[config.mk]
export PLATFORM = sky130hd
export DESIGN_NAME = if_id_fifo
export DESIGN_NICKNAME = d
export VERILOG_FILES = /design/src/rtl/if_id_fifo.sv
export SDC_FILE = /design/constraint.sdc
export NUM_CORES = 1
export LEC_CHECK = 0
export CAP_MARGIN = 25
export CORE_MARGIN = 1.5
export CORE_UTILIZATION = 52
export CTS_CLUSTER_SIZE = 14
export DETAILED_ROUTE_END_ITERATION = 6
export PLACE_DENSITY = 0.88
export SLEW_MARGIN = 5
export SYNTH_ARGS = -nofsm -noshare
export SYNTH_HDL_FRONTEND = slang
export SYNTH_SLANG_ARGS = --single-unit
[constraint.sdc]
create_clock -name clk -period 5.3 [get_ports clk]
set_clock_uncertainty 0.05 [all_clocks]
set_input_delay 1.06 -clock clk [delete_from_list [all_inputs] [get_ports clk]]
set_output_delay 1.06 -clock clk [all_outputs]
set_load 0.02 [all_outputs]
[src/rtl/if_id_fifo.sv]
// Fetch-to-decode instruction buffer.
// Queues {pc, instr} pairs between fetch and decode.
// The head entry is shown to decode only while the queue holds something.
// When the queue is empty, decode sees an all-zero NOP bubble.
// Every output is decoded from registers; none depends combinationally on an input.
module if_id_fifo #(
   parameter  int WORD_W = 32,
   parameter  int DEPTH  = 4,
   localparam int CNT_W  = $clog2(DEPTH + 1)
) (
   input  logic              clk,
   input  logic              rst,
   input  logic              validF,
   input  logic [WORD_W-1:0] instrF,
   input  logic [WORD_W-1:0] pcF,
   output logic              readyF,
   input  logic              stallD,
   input  logic              flushD,
   output logic              validD,
   output logic [WORD_W-1:0] instrD,
   output logic [WORD_W-1:0] pcD,
   output logic [CNT_W-1:0]  count
);

   localparam int         PTR_W = $clog2(DEPTH);
   localparam [CNT_W-1:0] FULL  = CNT_W'(DEPTH);

   logic [2*WORD_W-1:0] mem_q [DEPTH];
   logic [PTR_W-1:0]    wp_q, wp_d;
   logic [PTR_W-1:0]    rp_q, rp_d;
   logic [CNT_W-1:0]    count_q, count_d;
   logic                push, pop;
   logic [2*WORD_W-1:0] head;

   assign readyF = (count_q != FULL);
   assign validD = (count_q != '0);
   assign count  = count_q;

   // A flush cancels both transfers; the fetch word offered in that cycle is dropped.
   assign push = validF & readyF & ~flushD;
   assign pop  = validD & ~stallD & ~flushD;

   assign head   = mem_q[rp_q];
   assign pcD    = validD ? head[2*WORD_W-1:WORD_W] : '0;
   assign instrD = validD ? head[WORD_W-1:0]        : '0;

   // Pointer and occupancy next state.
   // Full and empty are told apart by the count, so both pointers wrap freely.
   always_comb begin
      wp_d    = wp_q;
      rp_d    = rp_q;
      count_d = count_q;
      if (flushD) begin
         wp_d    = '0;
         rp_d    = '0;
         count_d = '0;
      end else begin
         if (push) wp_d = wp_q + PTR_W'(1);
         if (pop)  rp_d = rp_q + PTR_W'(1);
         if (push && !pop)      count_d = count_q + CNT_W'(1);
         else if (pop && !push) count_d = count_q - CNT_W'(1);
      end
   end

   // Pointer and occupancy registers.
   // Reset empties the queue immediately rather than waiting for the next edge.
   always_ff @(posedge clk or negedge rst) begin
      if (!rst) begin
         wp_q    <= '0;
         rp_q    <= '0;
         count_q <= '0;
      end else begin
         wp_q    <= wp_d;
         rp_q    <= rp_d;
         count_q <= count_d;
      end
   end

   // Entry storage.
   // It has no reset: a stale entry is never visible, because the outputs are gated by validD.
   always_ff @(posedge clk) begin
      if (push) mem_q[wp_q] <= {pcF, instrF};
   end

endmodule

; After elaboration in Yosys (flattened, before gate mapping)
; Memories as Yosys holds them, arrays and structs flattened.
; Cells that the tools add are included.
[word_totals]
mem_bits_ro = 0
memories = 1
ram_bits = 256
input_bits = 69
latchBits = 0
elab_cells = 34
ff_bits = 7
[op_classes]
bitwise = 6
div = 0
n_mul = 0
shifts = 0
n_eq_ne = 1
mux = 11
add_sub_neg = 4
order_cmp = 0
reduce_logical = 8
[memory_table]
columns = memory, depth, word_bits, read_ports, rd_ports_with_merged_regs, wr, line
row1 = mem_q, 4, 64, 1, 0, 1, 28  ; logic [2*WORD_W-1:0] mem_q [DEPTH];
[ops]
columns = op, count
row1 = $mux W32, 2
row2 = $mux W3, 3
row3 = $mux W2, 4
row4 = $reduce_bool A3 Y1, 2
row5 = $add A2 B1 Y2 const B, 2
row6 = $and A1 B1 Y1, 4
row7 = $reduce_bool A2 Y1, 2
row8 = $add A3 B1 Y3 const B, 1
row9 = $ne A3 B3 Y1 const B, 1
row10 = $sub A3 B1 Y3 const B, 1
row11 = $logic_and A1 B1 Y1, 2
row12 = $logic_not A1 Y1, 2
row13 = $mux W1, 2
row14 = $not A1 Y1, 2

; Longest topological paths before layout
; Gate-level depths: netlist of the first run.
[logic_depth]
depth_word = 8
ltp_mapped = 10
mapped_depth_nobuf = 8

; Worst setup path before layout of the first run
; Ideal clock, no wire load.
[synth_path]
path_kind = input-to-reg
start = in flushD
end = mem mem_q[0][0] in the netlist's numbering (enable)
stages = 4
slack_ns = 1.699
setup_ns = 0.429
arrival_time_ns = 3.122
cell_sequence = clkbuf_1 > nand2b_1 > a21oi_1 > and2_1
[synth_via]
elab_chain_cells = 4
[synth_rtl]
columns = item, line
row1 = from (decl), 18  ; input logic flushD,
row2 = $not A1 Y1, 40  ; assign push = validF & readyF & ~flushD;
row3 = $and A1 B1 Y1, 40
row4 = $mux W1, 82  ; if (push) mem_q[wp_q] <= {pcF, instrF};
row5 = $mux W1 (not written as such), 82
row6 = to (decl), 28
; No other way between the ends.

; Worst setup path after layout of the first run
[layout_path]
start = reg rp_q[0]
end = out pcD[11]
[layout_via]
elab_chain_cells = 2
[layout_rtl]
columns = item, line
row1 = from (decl), 30  ; logic [PTR_W-1:0] rp_q, rp_d;
row2 = from (signal assigned), 74  ; rp_q <= rp_d;
row3 = $mem_v2 Z4 W64, --
row4 = $mux W32, 44  ; assign pcD = validD ? head[2*WORD_W-1:WORD_W] : '0;
row5 = to (decl), 21  ; output logic [WORD_W-1:0] pcD,
; No other way between the ends.

==> results of run 1 <==
-- Yosys cell counts, types with 2 or more instances --
cell type,count,area (sq um)
buf_12,4,80.1
nor2b_1,2,12.5
dfrtp_1,7,175
mux4_2,64,1440
mux2_2,2,22.5
a21oi_1,6,30.0
nand2_1,3,11.3
o21ai_0,4,20.0
xnor2_1,2,17.5
nor3b_1,2,15.0
buf_2,9,45.0
nor2_1,8,30.0
clkbuf_1,10,37.5
ha_1,4,50.1
inv_1,6,22.5
edfxtp_1,256,7690
and2_1,68,425
-- cells in the final DEF, fill, tap and decap left out, drive strengths merged --
cell type	instances
nor2b	2
and2	68
xnor2	2
clkinv	9
o22ai	1
or3b	1
bufinv	5
clkbuf	31
o21ba	1
buf	4
ha	4
fa	1
nand2b	1
mux2	2
nand2	3
a211oi	1
clkdlybuf4s50	137
clkinvlp	2
a21oi	6
nor2	8
nor3b	2
nor3	1
o21ai	4
dfrtp	7
mux4	64
or3	1
inv	6
nand3	1
xor2	1
edfxtp	256
-- flip-flops by register name (all words and copies together) (netlist names) --
| register | flops |
|---|---|
| mem_q | 256 |
| count | 3 |
| rp_q | 2 |
| wp_q | 2 |
-- cell type report --
| cell class | count | area share |
|---|---|---|
| inverter | 6 | 0.00177 |
| clock buffer | 31 | 0.0542 |
| tap | 265 | 0.0260 |
| sequential | 263 | 0.618 |
| timing repair buffer | 141 | 0.114 |
| clock inverter | 16 | 0.0163 |
| multi-input combinational | 175 | 0.170 |
-- power breakdown --
part / total [mW] / switching (mW) / internal (mW)
registers: 2.55 / 0.121 / 2.42
logic: 1.83 / 0.885 / 0.943
clock network: 1.90 / 0.729 / 1.17
-- path summary, 6_finish.rpt --
kind | from | endpoint
setup / recovery | rp_q[0]$_DFFE_PN0P_ | pcD[11]
hold / removal | wp_q[1]$_DFFE_PN0P_ | wp_q[1]$_DFFE_PN0P_
setup reg to reg | count[2]$_DFFE_PN0P_ | count[2]$_DFFE_PN0P_
hold reg to reg | wp_q[1]$_DFFE_PN0P_ | wp_q[1]$_DFFE_PN0P_
max in group asynchronous | rst | rp_q[1]$_DFFE_PN0P_
min in group asynchronous | rst | count[1]$_DFFE_PN0P_
-- metal layers --
metal,GRT usage,vias up,wire length (um)
li1,-,2169,-
met1,0.251,2543,7590
met2,0.315,181,9700
met3,0.0322,35,1200
met4,0.0559,0,414
met5,0,-,0
-- logic make-up after synthesis --
group	count (synthesis)
DFF	263
adders and majority gates	5
xor gates and xnor gates	3
and+or+nand+nor	88
AOI/OAI and AO/OA	13
muxes	66
buffers and inverters	31
-- worst register-to-register path, stage by stage, from the launching register on --
cell and delay [ns]:
dfrtp_1 0.48, nor3_1 0.42, inv_2 0.28, a21oi_1 0.25, fa_1 0.24, nor2b_1 0.27
xor2_1 0.17, o21ai_0 0.09, a21oi_1 0.17
==> reports/metrics.yaml, run 1 <==
die:
  dieHeight_um: 143
  die_x_um: 143
  design.die.area_sq_um: 20500
  io_pins: 138
  core_sq_um: 19400
  fp-row-count: 51
  start_util: 0.527
placement:
  place_inst: 848
  postPlaceCellArea_sq_um: 11800
  dp_slack_ns: 1.69
  place.gp.congestion: 0.767
  portBuffers: 137
  hpwl_um: 10800
sta:
  maxSlewHeadroom: 0.338
  finalWorstSetupSlack_ns: 1.21
  finalHoldViolCount: 0
  period_minus_slack_ns: 4.09
  worst_pin_slew_ns: 0.993
  finalMaxSlewViolations: 0
  max_freq_ghz: 0.245
  holdWs_ns: 0.551
  rsz0062_at_grt: "no"
  tns_ns: 0
  setup_viol: 0
  period_share: 0.771
layout:
  final_cells: 897
  multi_input_area_sq_um: 2170
  fillers: 1301
  final_util: 0.657
  synthToLayoutAreaGrowth_pct: 24.6
  ff_latch_area_sq_um: 7870
  drive_gt1_frac: 0.185
  fin_area_sq_um: 12700
  fin_nets: 687
  n_antenna_cell: 0
setup_path:
  cp_num_cells: 4
  critical_path_buf_inv_count: 2
  max_stage_delay_ns: 0.85
  crit_arrival_ns: 2.98
  worstPathRequired_ns: 4.19
  worstSetupPathType: "flip-flop to output port"
  worstSetupStartpointType: "flip-flop"
  path_cells: "buf_4, mux4_2, and2_1, clkdlybuf4s50_1"
  endpoint_kind: "output port"
  cpLargestDelayFamily: "buffers and inverters"
  rrSetupSlack_ns: 2.81
  crit_slowest_cell: "dfrtp_4"
  reg2reg_depth: 8
  critical_path.max_fanout: 33
synthesis:
  synth_top_family_by_area: "multiplexers"
  synth_simple_gate_area_share: 0.0514
  syn_inst: 469
  ys_seq_area_frac: 0.769
  synth-compound-area-share: 0.00722
  yosysWarningCount: 0
  synthFlopType: "edfxtp_1"
  syn_nets: 543
  synth_cell_types: 29
  async_flop_share: 0.0266
  synthesis.area_sq_um: 10200
  synth_xor_area_frac: 0.00257
  avgSynthCellArea_sq_um: 21.8
  synthMuxAreaShare: 0.143
  synth_edf_count: 256
  ys_seq_elements: 263
  synthAdderAreaFrac: 0.00685
routing:
  vias: 4928
  drc: 0
  wl_per_cell_um: 21.1
  dr.pass1.iters: 5
  viasPerCell: 5.49
  routed_wl_um: 18900
  first_iter_violations: 321
  antenna_left: 0
job:
  maxCapViolCount: 0
global_route:
  grt_antenna_before_repair: 0
  grt_pass1_vias: 5274
  gr-total-overflow: 0
  grt_first_pass_wirelength_um: 28800
  grtUsageTotal: 0.186
  grt_max_degree: 67
hold_path:
  min_path_cells: 2
  hold_class: "flip-flop to flip-flop"
clock_network:
  numClockSinks: 263
  clk-insertion-delay-late_ns: 0.52
  postCtsResizedCells: 0
  root_buffer: "clkbuf_16"
  cts_tree: "yes"
  cts.path.max_buffers: 3
  clkTransAtPathRegs_ns: 0.06
  cts_max_level: 1
  post-cts-setup-buffer-count: 0
  numCtsBuffers: 26
  cts_hold_buf: 0
pwr:
  p_total_mw: 6.27
  ir_worst_vdd_mv: 0.339
  leakagePower_nw: 4.05
  power_density_nw_per_um2: 492
run_status:
  status: "finished clean"
Power figures use the tool's default switching activity.
==> run 2: changes to the inputs <==
==> constraint.sdc (replaced) <==
create_clock -name clk -period 3.9 [get_ports clk]
set_clock_uncertainty 0.05 [all_clocks]
set_input_delay 0.78 -clock clk [delete_from_list [all_inputs] [get_ports clk]]
set_output_delay 0.78 -clock clk [all_outputs]
set_load 0.02 [all_outputs]
==> reports/metrics.yaml, run 2 (synthesis gave the netlist of run 1 again) <==
clock_network:
  cts_max_level: 1
  numClockSinks: 263
  clk-insertion-delay-late_ns: 0.51
  cts_hold_buf: 0
  root_buffer: "clkbuf_16"
  cts.path.max_buffers: 3
  numCtsBuffers: 27
  cts_tree: "yes"
  clkTransAtPathRegs_ns: 0.06
placement:
  place.gp.congestion: 0.730
  dp_slack_ns: 0.652
  portBuffers: 137
  hpwl_um: 11600
  postPlaceCellArea_sq_um: 11900
die:
  io_pins: 138
  start_util: 0.527
  die_x_um: 143
  fp-row-count: 51
  core_sq_um: 19400
  dieHeight_um: 143
  design.die.area_sq_um: 20500
global_route:
  grt.busiest_layer: "met2"
  grt_first_pass_wirelength_um: 29600
  gr-total-overflow: 0
  grt_max_degree: 52
  grt_pass1_vias: 5369
  grtUsageTotal: 0.192
  grt_antenna_before_repair: 0
  globalRouteMet1Util: 0.251
  grt_util_met3: 0.0325
  use_met2: 0.334
sta:
  finalWorstSetupSlack_ns: 0.222
  finalHoldViolCount: 0
  period_share: 0.943
  rsz0062_at_grt: "no"
  worst_pin_slew_ns: 0.600
  period_minus_slack_ns: 3.68
  max_freq_ghz: 0.272
  tns_ns: 0
  maxSlewHeadroom: 0.597
  finalMaxSlewViolations: 0
  setup_viol: 0
pwr:
  p_total_mw: 8.36
  total_switching_power_mw: 2.38
  swShare: 0.285
  leakagePower_nw: 4.05
  power_density_nw_per_um2: 656
  p_int_mw: 5.98
  power.share.clock: 0.283
  p_seq_frac: 0.409
  ir_worst_vdd_mv: 0.394
  power_frac_comb: 0.308
layout:
  final_cell_mix: "256 x edfxtp_1, 137 x clkdlybuf4s50_1, 64 x mux4_2, 64 x and2_1, 27 x clkbuf_16"
  fin_area_sq_um: 12800
  largest_reg_flops: 256
  layout_commonest_cell: "edfxtp_1"
  max_flop_register: "mem_q"
  fin_nets: 694
  fillers: 1272
  ff_latch_area_sq_um: 7870
  multi_input_area_sq_um: 2170
  synthToLayoutAreaGrowth_pct: 24.7
  drive_gt1_frac: 0.189
routing:
  antenna_left: 0
  routed_wl_um: 19500
  drc: 0
  vias: 5013
  dr.pass1.iters: 4
  viasPerCell: 5.56
  first_iter_violations: 314
  wl_per_cell_um: 21.6
setup_path:
  endpoint_kind: "output port"
  worstSetupPathType: "flip-flop to output port"
  worstSetupStartpointType: "flip-flop"
  critical_path.max_fanout: 51
  worstPathRequired_ns: 3.07
  crit_arrival_ns: 2.85
hold_path:
  hold_class: "input port to async pin"
run_status:
  status: "finished clean"
job:
  maxCapViolCount: 0
==> run 2: through the flow <==
stage	utilization	hold slack, ns	cells
2_1_floorplan	-	0.434	469
3_3_place_gp	0.614	0.507	855
3_5_place_dp	0.614	0.521	855
4_1_cts	0.656	0.492	899
5_1_grt	0.657	0.510	900
6_report	0.658	0.504	901
==> run 2: path summary, 6_finish.rpt <==
| check | from | end | slack (ns) | cells past startpoint |
|---|---|---|---|---|
| worst max-delay path | count[1]$_DFFE_PN0P_ | instrD[16] | 0.22 | 5 |
| worst min-delay path | rst | rp_q[0]$_DFFE_PN0P_ | 0.50 | 1 |
| worst max register to register | count[1]$_DFFE_PN0P_ | count[2]$_DFFE_PN0P_ | 1.32 | 8 |
| worst min register to register | wp_q[1]$_DFFE_PN0P_ | wp_q[1]$_DFFE_PN0P_ | 0.53 | 2 |
| max in group asynchronous | rst | rp_q[0]$_DFFE_PN0P_ | 2.99 | 1 |
| min in group clk | wp_q[1]$_DFFE_PN0P_ | wp_q[1]$_DFFE_PN0P_ | 0.53 | 2 |
==> run 2: cell type report <==
class | count | area share
Sequential cell | 263 | 0.617
Clock buffer | 31 | 0.0541
Multi-Input combinational cell | 175 | 0.170
Antenna cell | 1 | 0.000196
Timing Repair Buffer | 147 | 0.121
Clock inverter | 13 | 0.00942
Tap cell | 265 | 0.0260
Inverter | 6 | 0.00196
==> run 2: power groups by stage <==
stage               sequential (mW)  clock [mW]  combinational [mW]
finish                         3.42        2.37                2.58
global route                   3.44        2.51                2.74
CTS                            3.44        2.39                2.57
detailed placement             3.50           0                2.55
global placement               3.48           0                2.51
floorplan                      3.41           0                1.56
==> run 2: routing by layer <==
layer,vias up,routed length (um)
li1,2186,-
met1,2629,7940
met2,166,10100
met3,32,1150
met4,0,336
met5,-,0
==> run 2: worst max-delay path, stage by stage (launching register included) <==
cell and delay [ns]:
dfrtp_1 0.44, nor3_1 0.54, inv_4 0.33, buf_4 0.31
and2_1 0.17, clkdlybuf4s50_1 0.54
==> run 2: timing repair <==
| item | in CTS | in global routing |
|---|---|---|
| gates resized for setup | 0 | 2 |
| endpoints found under the setup margin | 0 | 16 |
| buffers inserted | 0 | 1 |
